File: src/rtl/vga_rx.sv
// vga_rx: receive side of the VGA link. Registers R/G/B and the syncs, recovers
// line/frame timing, measures htotal/vtotal, tracks timing stability with a
// SEARCH/CHECK/LOCKED machine and emits active-area pixels with x/y and
// frame/line markers.
// Optional build macro VGA_RX_POLARITY_DETECT_EN: sync polarity is measured
// from the incoming signals instead of taken from hpp/vpp, and reported on
// hpol_o/vpol_o.
// Stream handshake: valid is a one-cycle qualifier with no back-pressure; when
// valid is high, data/x/y/sof/sol describe one active pixel in that cycle.
module vga_rx #(
   parameter int hva = 1920,
   parameter int hsb = 70,
   parameter int vva = 1080,
   parameter int vsb = 41,
   parameter int hpp = 1,
   parameter int vpp = 1,
   parameter int rd  = 5,
   parameter int gd  = 6,
   parameter int bd  = 5
) (
   input  logic                clk,
   input  logic                rst,
   input  logic [rd-1:0]       R,
   input  logic [gd-1:0]       G,
   input  logic [bd-1:0]       B,
   input  logic                HSync,
   input  logic                VSync,
   output logic [rd+gd+bd-1:0] data,
   output logic                valid,
   output logic [11:0]         x,
   output logic [10:0]         y,
   output logic                sof,
   output logic                sol,
   output logic [11:0]         htotal,
   output logic [10:0]         vtotal,
   output logic                locked
`ifdef VGA_RX_POLARITY_DETECT_EN
   ,
   output logic                hpol_o,
   output logic                vpol_o
`endif
);

   localparam int pw = rd + gd + bd;
   localparam logic [11:0] h_start = 12'(hsb);
   localparam logic [11:0] h_end   = 12'(hsb + hva);
   localparam logic [10:0] v_start = 11'(vsb);
   localparam logic [10:0] v_end   = 11'(vsb + vva);

   typedef enum logic [1:0] {SEARCH = 2'd0, CHECK = 2'd1, LOCKED = 2'd2} state_t;

   state_t          state, state_nx;
   logic [pw-1:0]   pix1;
   logic            hs1, hs2, vs1, vs2;
   logic            h_lvl, v_lvl;
   logic            hs_lead, vs_lead;
   logic [11:0]     hc;
   logic [10:0]     vc;
   logic            vpend;
   logic [11:0]     h_meas, ref_h;
   logic [10:0]     v_meas, ref_v;
   logic            vrst, tout, h_bad, v_bad, pol_chg;
   logic            dirty, frame_ok;
   logic            h_win, v_win, at_origin, emit;

   // Stage 1 holds every input, stage 2 holds the syncs for edge detection
   always_ff @(posedge clk or posedge rst) begin
      if (rst) begin
         pix1 <= '0;
         hs1  <= 1'b0;
         hs2  <= 1'b0;
         vs1  <= 1'b0;
         vs2  <= 1'b0;
      end else begin
         pix1 <= {R, G, B};
         hs1  <= HSync;
         hs2  <= hs1;
         vs1  <= VSync;
         vs2  <= vs1;
      end
   end

`ifdef VGA_RX_POLARITY_DETECT_EN
   logic       hs_rise, vs_rise, h_min, v_min, hpol_meas;
   logic [1:0] h_seen, v_seen;
   logic [11:0] h_hi, h_per, v_hi, v_per;

   assign hs_rise = hs1 && !hs2;
   assign vs_rise = vs1 && !vs2;
   // The level held for less than half the period is the active one
   assign h_min   = ({h_hi, 1'b0} < {1'b0, h_per});
   assign v_min   = ({v_hi, 1'b0} < {1'b0, v_per});
   assign h_lvl   = hpol_o;
   assign v_lvl   = vpol_o;
   // A period only counts once two rising edges have been seen, since the
   // first one may be an artefact of the cleared input stage.
   assign pol_chg = vs_rise && (v_seen == 2'd2) &&
                    ((hpol_meas != hpol_o) || (v_min != vpol_o));

   // HSync high time over one rising-edge-to-rising-edge period, in clocks
   always_ff @(posedge clk or posedge rst) begin
      if (rst) begin
         h_hi      <= '0;
         h_per     <= '0;
         h_seen    <= '0;
         hpol_meas <= 1'b0;
      end else if (hs_rise) begin
         if (h_seen == 2'd2) hpol_meas <= h_min;
         else                h_seen    <= h_seen + 2'd1;
         h_hi  <= 12'd1;
         h_per <= 12'd1;
      end else begin
         if (h_per != 12'hFFF)       h_per <= h_per + 12'd1;
         if (hs1 && h_hi != 12'hFFF) h_hi  <= h_hi + 12'd1;
      end
   end

   // VSync high time in lines; both polarities are committed once per frame
   always_ff @(posedge clk or posedge rst) begin
      if (rst) begin
         v_hi   <= '0;
         v_per  <= '0;
         v_seen <= '0;
         hpol_o <= 1'b0;
         vpol_o <= 1'b0;
      end else if (vs_rise) begin
         if (v_seen == 2'd2) begin
            hpol_o <= hpol_meas;
            vpol_o <= v_min;
         end else begin
            v_seen <= v_seen + 2'd1;
         end
         v_hi  <= '0;
         v_per <= '0;
      end else if (hs_rise) begin
         if (v_per != 12'hFFF)       v_per <= v_per + 12'd1;
         if (vs1 && v_hi != 12'hFFF) v_hi  <= v_hi + 12'd1;
      end
   end
`else
   assign h_lvl   = 1'(hpp);
   assign v_lvl   = 1'(vpp);
   assign pol_chg = 1'b0;
`endif

   assign hs_lead   = (hs1 == h_lvl) && (hs2 != h_lvl);
   assign vs_lead   = (vs1 == v_lvl) && (vs2 != v_lvl);
   assign h_meas    = hc + 12'd1;
   assign v_meas    = vc + 11'd1;
   assign vrst      = hs_lead && vpend;
   assign tout      = (hc == 12'hFFF);
   assign h_bad     = hs_lead && (h_meas != ref_h);
   assign v_bad     = vrst && (v_meas != ref_v);
   assign h_win     = (hc >= h_start) && (hc < h_end);
   assign v_win     = (vc >= v_start) && (vc < v_end);
   assign at_origin = (hc == h_start) && (vc == v_start);
   // A frame is emitted only if locking happened before its first pixel
   assign emit      = locked && h_win && v_win && (frame_ok || at_origin);

   // Line/frame counters and timing measurement; a stalled HSync clears totals
   always_ff @(posedge clk or posedge rst) begin
      if (rst) begin
         hc     <= '0;
         vc     <= '0;
         vpend  <= 1'b0;
         htotal <= '0;
         vtotal <= '0;
      end else begin
         if (hs_lead)    hc <= '0;
         else if (!tout) hc <= hc + 12'd1;
         if (hs_lead) begin
            htotal <= h_meas;
            if (vpend) begin
               vc     <= '0;
               vtotal <= v_meas;
            end else if (vc != 11'h7FF) begin
               vc <= vc + 11'd1;
            end
         end
         // A VSync edge coinciding with an HSync edge waits for the next line
         if (vs_lead)   vpend <= 1'b1;
         else if (vrst) vpend <= 1'b0;
         if (tout) begin
            htotal <= '0;
            vtotal <= '0;
         end
      end
   end

   // Lock machine: state register
   always_ff @(posedge clk or posedge rst) begin
      if (rst) state <= SEARCH;
      else     state <= state_nx;
   end

   // Lock machine: next state
   always_comb begin
      state_nx = state;
      case (state)
         SEARCH: if (vrst) state_nx = CHECK;
         CHECK:  if (vrst && !dirty && !h_bad && !v_bad && (v_meas >= v_end))
                    state_nx = LOCKED;
         LOCKED: if (h_bad || v_bad) state_nx = SEARCH;
         default: state_nx = SEARCH;
      endcase
      if (tout || pol_chg) state_nx = SEARCH;
   end

   // Lock machine: outputs
   always_comb begin
      locked = (state == LOCKED);
   end

   // Reference timing used to judge the next frame while searching/checking
   always_ff @(posedge clk or posedge rst) begin
      if (rst) begin
         ref_h <= '0;
         ref_v <= '0;
         dirty <= 1'b0;
      end else if ((state == SEARCH || state == CHECK) && vrst) begin
         ref_h <= h_meas;
         ref_v <= v_meas;
         dirty <= 1'b0;
      end else if (state == CHECK && h_bad) begin
         ref_h <= h_meas;
         dirty <= 1'b1;
      end
   end

   // Frame gate: opens at the first pixel of a frame seen while locked
   always_ff @(posedge clk or posedge rst) begin
      if (rst)            frame_ok <= 1'b0;
      else if (!locked)   frame_ok <= 1'b0;
      else if (at_origin) frame_ok <= 1'b1;
   end

   // Output stage: pixel from stage 1 with its coordinates and markers
   always_ff @(posedge clk or posedge rst) begin
      if (rst) begin
         data  <= '0;
         valid <= 1'b0;
         x     <= '0;
         y     <= '0;
         sol   <= 1'b0;
         sof   <= 1'b0;
      end else begin
         data  <= pix1;
         valid <= emit;
         x     <= emit ? (hc - h_start) : '0;
         y     <= emit ? (vc - v_start) : '0;
         sol   <= emit && (hc == h_start);
         sof   <= emit && at_origin;
      end
   end

endmodule

File: config.mk
export PLATFORM = sky130hd
export DESIGN_NAME = vga_rx
export DESIGN_NICKNAME = d
export VERILOG_FILES = /design/src/rtl/vga_rx.sv
export SDC_FILE = /design/constraint.sdc
export NUM_CORES = 1
export LEC_CHECK = 0
export CORE_AREA = 8 8 151 153
export CTS_BUF_LIST = sky130_fd_sc_hd__clkbuf_4 sky130_fd_sc_hd__clkbuf_8 sky130_fd_sc_hd__clkbuf_16
export DETAILED_ROUTE_END_ITERATION = 10
export DIE_AREA = 0 0 159 161
export PLACE_DENSITY_LB_ADDON = 0.08
export SLEW_MARGIN = 30
export SYNTH_ARGS = -nofsm -noshare
export SYNTH_HDL_FRONTEND = slang
export SYNTH_SLANG_ARGS = --single-unit
File: constraint.sdc
create_clock -name clk -period 5 [get_ports clk]
set_input_delay 0.5 -clock clk [delete_from_list [all_inputs] [get_ports clk]]
set_output_delay 0.5 -clock clk [all_outputs]
set_load 0.01 [all_outputs]
==> impl_metrics.json <==
{
  "drv_slew": 0,
  "end_kind": "register",
  "fin_setup_tns_ns": 0,
  "cp_cell_sequence": "ha_1 -> nand3_1 -> nor2_1 -> xnor3_1 -> and4b_1 -> nor4b_4 -> o21ai_4 -> mux2_2",
  "gp_congestion": 0.795,
  "ff_latch_area_um2": 3400,
  "cp.arrival_ns": 3.11,
  "fp.coreArea_um2": 20600,
  "slew_headroom": 0.488,
  "n_fill_cell": 2040,
  "die-width_um": 159,
  "place_hpwl_mm": 9.85,
  "yosysTopAreaCell": "dfrtp_1",
  "p_leak_nw": 3.35,
  "worst_pin_slew_ns": 0.767,
  "diodes": 0,
  "cts.htree.levels": 4,
  "syn_area_per_cell_um2": 10.8,
  "post-route-period-util": 0.561,
  "grt_pass1_vias": 4218,
  "multi_input_area_um2": 2340,
  "crit_slowest_cell": "dfrtp_1",
  "cts_tree": "yes",
  "powerDensity_nw_per_um2": 379,
  "ys_warn_count": 0,
  "final-hold-violation-count": 0,
  "vias": 4124,
  "synth.top_cell.area_share": 0.566,
  "area.growth.synth_to_final_pct": 26.7,
  "outcome": "finished, final reports clean",
  "setup-violations-final": 0,
  "final_common_cell": "dfrtp_1",
  "gr-total-overflow": 0,
  "rsz0062_at_grt": "false",
  "final.min_clock_period_ns": 2.81,
  "die_y_um": 161,
  "ctsResizeCount": 0,
  "drive_gt1_frac": 0.0863,
  "drt_wl_total_mm": 14.5,
  "clock_latency_ns": 0.42,
  "ios": 86,
  "seq_area_frac_synth": 0.566,
  "required_ns": 5.30,
  "die-area_um2": 25600,
  "route.detailed.drc": 0,
  "syn_area_um2": 6010,
  "ant_nets": 0,
  "antenna_found_initial": 0,
  "clockBufferDepth": 2,
  "critPathMaxStageDelay_ns": 0.49,
  "synth-edff-count": 0,
  "max_freq_mhz": 356,
  "numCtsBuffers": 17,
  "synthTopCellsByArea": "dfrtp_1, xnor2_1, nor2_1",
  "yosysUniqueCellTypes": 56,
  "grt_max_degree": 106,
  "num_rows": 53,
  "hold_class": "reg2reg",
  "cts_hold_buf": 0,
  "start_util": 0.293,
  "worstSetupStartpointType": "register",
  "grt_pass1_wl_mm": 23.9,
  "crit_family": "simple AND/OR/NAND/NOR gates",
  "crit_type": "reg2reg",
  "routed_via_density": 4.52,
  "layout_common_cells": "dfrtp_1, clkdlybuf4s50_1, nor2_1",
  "drt_iter0_drc": 225,
  "port_buffers": 85,
  "wl_per_cell_um": 15.9,
  "post_cts_buffers": 0,
  "cts-root-buf": "clkbuf_16",
  "synth_nets": 582,
  "ys_ff_latch": 136,
  "path_buf_inv": 0,
  "cap_violations": 0,
  "dp.cells": 880,
  "placedInstanceArea_um2": 7040,
  "path_clk_slew_ns": 0.06,
  "finalCoreUtilization": 0.371,
  "final_cell_area_um2": 7620,
  "synth_cells": 556,
  "async_flop_share": 1.00,
  "track_usage": 0.118,
  "synthFlopType": "dfrtp_1",
  "peakVddDrop_mv": 0.235,
  "nNetsFinal": 650,
  "fin_skew_ns": 0.00832,
  "drtPass1Iterations": 4,
  "cts.sinks": 136,
  "cp_max_fo": 12,
  "layout.cells.non_filler": 912
}
-- cell type report --
type	instances	area share
Clock inverter	14	0.0182
Clock buffer	18	0.0568
Timing Repair Buffer	88	0.115
Multi-Input combinational cell	361	0.307
Sequential cell	136	0.447
Inverter	20	0.0108
Tap cell	275	0.0452
-- metrics by stage --
step,power [mW],hold slack [ns],worst slack [ns]
final,2.89,0.346,2.19
after global routing,3.03,0.357,1.85
after detailed placement,1.70,0.336,2.14
after floorplan,1.54,0.331,0.861
after global placement,1.69,0.333,2.22
after CTS,2.94,0.350,2.14
-- metal layers --
layer / up-vias / GRT usage / routed length [um]
met1: 2004 / 0.161 / 7170
met4: 0 / 0.0463 / 143
li1: 1997 / - / -
met5: - / 0 / 0
met3: 10 / 0.0405 / 981
met2: 113 / 0.168 / 6210
-- registers in the layout, summed over array words and instances, names as in the netlist, 2 cells and up --
signal  count
vtotal     11
y          11
htotal     12
state       2
data       16
x          12
ref_v      11
hc         12
pix1       16
ref_h      12
vc         11
-- kinds of logic (layout without fill, tap and decap cells) --
kind of cell,count (synthesis),count (layout),share of synthesized area
AO/OA/AOI/OAI,90,90,0.0880
XOR/XNOR,58,58,0.103
adder cells (fa/ha/maj),6,6,0.0125
buffers and inverters,59,140,0.0447
flip-flops,136,136,0.566
multiplexers,12,12,0.0212
AND/OR/NAND/NOR,195,195,0.165
-- synth_stat cells (2+ instances only) --
cell type and number:
nor3_1 10, mux2i_1 9, a21oi_1 38, o21ai_1 2, o21a_1 2, nor2b_1 4
xnor2_2 2, a31oi_1 2, or3_1 3, xnor2_1 36, nand2b_1 4, nor4b_1 3
o41ai_1 4, buf_4 6, xor2_1 13, and2_1 5, xnor3_1 7, a311oi_1 2
and3_1 3, ha_1 6, o21ai_0 27, clkbuf_1 17, nor2_1 78, nand2_1 46
mux2_2 2, nand3_1 14, dfrtp_1 136, a21o_1 3, nand4_1 4, nand4_4 2
buf_2 14, o31ai_1 3, inv_1 20, nor3_2 2, nor4_1 6
-- path summary, 6_finish.rpt --
kind	start	endpoint	slack (ns)	cells after the start
min in group asynchronous	rst	data[14]	0.62	2
worst max register to register	hc[0]	ref_h[10]	2.19	8
worst min register to register	pix1[3]	data[3]	0.35	0
worst max-delay path	hc[0]	ref_h[10]	2.19	8
max in group asynchronous	rst	pix1[11]	3.48	3
worst min-delay path	pix1[3]	data[3]	0.35	0
-- power by group --
part	leakage, nW	switching [mW]	internal [mW]
combinational	1.30	0.214	0.205
sequential	1.78	0.0719	1.18
clock	0.274	0.517	0.702
Note: power is estimated with default switching activity, not from simulation.
==> variant, RTL diff (config.mk and constraints unchanged) <==
Build with the macro `VGA_RX_POLARITY_DETECT_EN` defined.
--- a/src/rtl/vga_rx.sv
+++ b/src/rtl/vga_rx.sv
@@ -7,6 +7,8 @@
 // hpol_o/vpol_o.
 // Stream handshake: valid is a one-cycle qualifier with no back-pressure; when
 // valid is high, data/x/y/sof/sol describe one active pixel in that cycle.
+`define VGA_RX_POLARITY_DETECT_EN
+
 module vga_rx #(
    parameter int hva = 1920,
    parameter int hsb = 70,
Formal check against the unedited RTL (old outputs only; new: hpol_o and vpol_o): not equivalent (a bounded check fails within 4 cycles, from zero or initial values and one cycle with rst high).
==> variant against the unedited design <==
Sequential cell count up 55. Design area up 43%. Setup slack got worse by 0.37 ns. Power increased by 46%. Routed wire length increased by 32%. Die area is the same. Clock power rose by 9%. Area after synthesis grew 53%. Critical path type unchanged. Highest routed layer unchanged.
==> variant: results (changes against the unedited design) <==
** Outcome
- The run finished with clean final reports.

** Global route
- Met1 GRT Util :: 0.2055 (+0.04497)
- The met2 global-route usage came to 0.2551 (+0.08664).
- The number of global-route vias before repair came to 6465 (+53%).
- Tot GR Track Use :: 0.1568 (+0.03901)
- Largest net degree at the start of global routing :: 77 (-27%)

** Cells and area
- Fraction of final layout cells with drive strength greater than 1 :: 0.06633 (-0.02002)

** Power and ir drop
- Static Leakage :: 4.795 nW (+43%)
- The total power of the final layout is 4.215 mW (+46%).
- Power Internal :: 2.893 mW (+39%)
- Power attributed to the clock group :: 1.33 mW (+9%)
- The peak ir drop on the vdd network was 263.7 µV (+12%).
- Portion of total power attributed to sequential cells :: 0.449 (+0.017)

** Routing
- Initial detailed-routing violation count :: 359 (+60%)
- The count of vias placed by the detailed router is 6404 (+55%).
- First-pass iteration count of the detailed router :: 5 (+1)
- Detailed-route wire length on metal 1 :: 9019 µm (+26%)
- The post-detailed-route via-to-cell ratio was 5.103 (+13%).
- The met3 wire length is 691 µm (-30%).
- The amount of wire on met2 after detailed routing came to 9231 µm (+49%).

** Synth
- Synth Area in XOR/XNOR :: 0.1023 (-0.0006972)
- Top area cells in the synthesized netlist :: sky130_fd_sc_hd__dfrtp_1 52%, sky130_fd_sc_hd__xnor2_1 5.7%, sky130_fd_sc_hd__nor2_1 5.1%, sky130_fd_sc_hd__ha_1 4.6%, sky130_fd_sc_hd__xor2_1 2.8%
- The sequential area share after synthesis is 0.5197 (-0.04630).
- The register bit count reported by yosys is 191 (+40%).
- Mean cell area of the mapped netlist :: 10.24 µm² (-5.3%)
- The share of the synthesized area in compound gates (AO/OA/AOI/OAI) came to 0.1033 (+0.01524).
- Mux cell area share after synthesis :: 0.01143 (-0.009796)
- Net count after synthesis :: 952 (+64%)
- The distinct cell type count after synthesis was 70 (+25%).

** Critical path
- Critical Path AT :: 3.50 ns (+0.39 ns)
- For this design, the slowest cell found on the critical path is sky130_fd_sc_hd__o31ai_4.
- Among cell families on the critical path, the largest total delay comes from simple AND/OR/NAND/NOR gates.
- Peak per-stage delay on the critical path :: 0.55 ns (+0.06 ns)

** Placed design
- Half-perimeter wire length of the detailed placement result :: 13440 µm (+37%)
- Final estimated routing congestion in global placement :: 0.8399 (+5.6%)
- The number of buffers added on ports is 87 (+2.4%).
- The worst setup slack after placement is 1.895 ns (-0.2475 ns).
- Placed cell count :: 1224 (+39%)
- DP Area :: 10290 µm² (+46%)

** STA
- The worst clock skew on the final layout was 0.01068 ns (+0.002359 ns).
- Max transition margin :: 0.4511 (-0.03664)
==> variant: cell count changes after synthesis, moves of 23 or more <==
cell | before | now
sky130_fd_sc_hd__ha_1 | 6 | 34
sky130_fd_sc_hd__xnor2_1 | 36 | 60
sky130_fd_sc_hd__nor2_1 | 78 | 126
sky130_fd_sc_hd__inv_1 | 20 | 43
sky130_fd_sc_hd__dfrtp_1 | 136 | 191
==> variant: path summary, 6_finish.rpt <==
kind                             to  slack (ns)  cells after the start  startpoint
max in group asynchronous     vc[0]        3.77                      3         rst
max                        ref_h[9]        1.82                      9       hc[2]
min in group asynchronous   pix1[7]        0.47                      2         rst
min                        data[14]        0.35                      0    pix1[14]
max reg2reg                ref_h[9]        1.82                      9       hc[2]
min reg2reg                data[14]        0.35                      0    pix1[14]
==> variant: area by class of cell <==
class	instances	area, µm²
Fill cell	1871	9689
Sequential cell	191	4780
Multi-Input combinational cell	619	4029
Timing Repair Buffer	95	968.4
Clock buffer	17	425.4
Tap cell	275	344.1
Inverter	44	168.9
Clock inverter	14	152.6
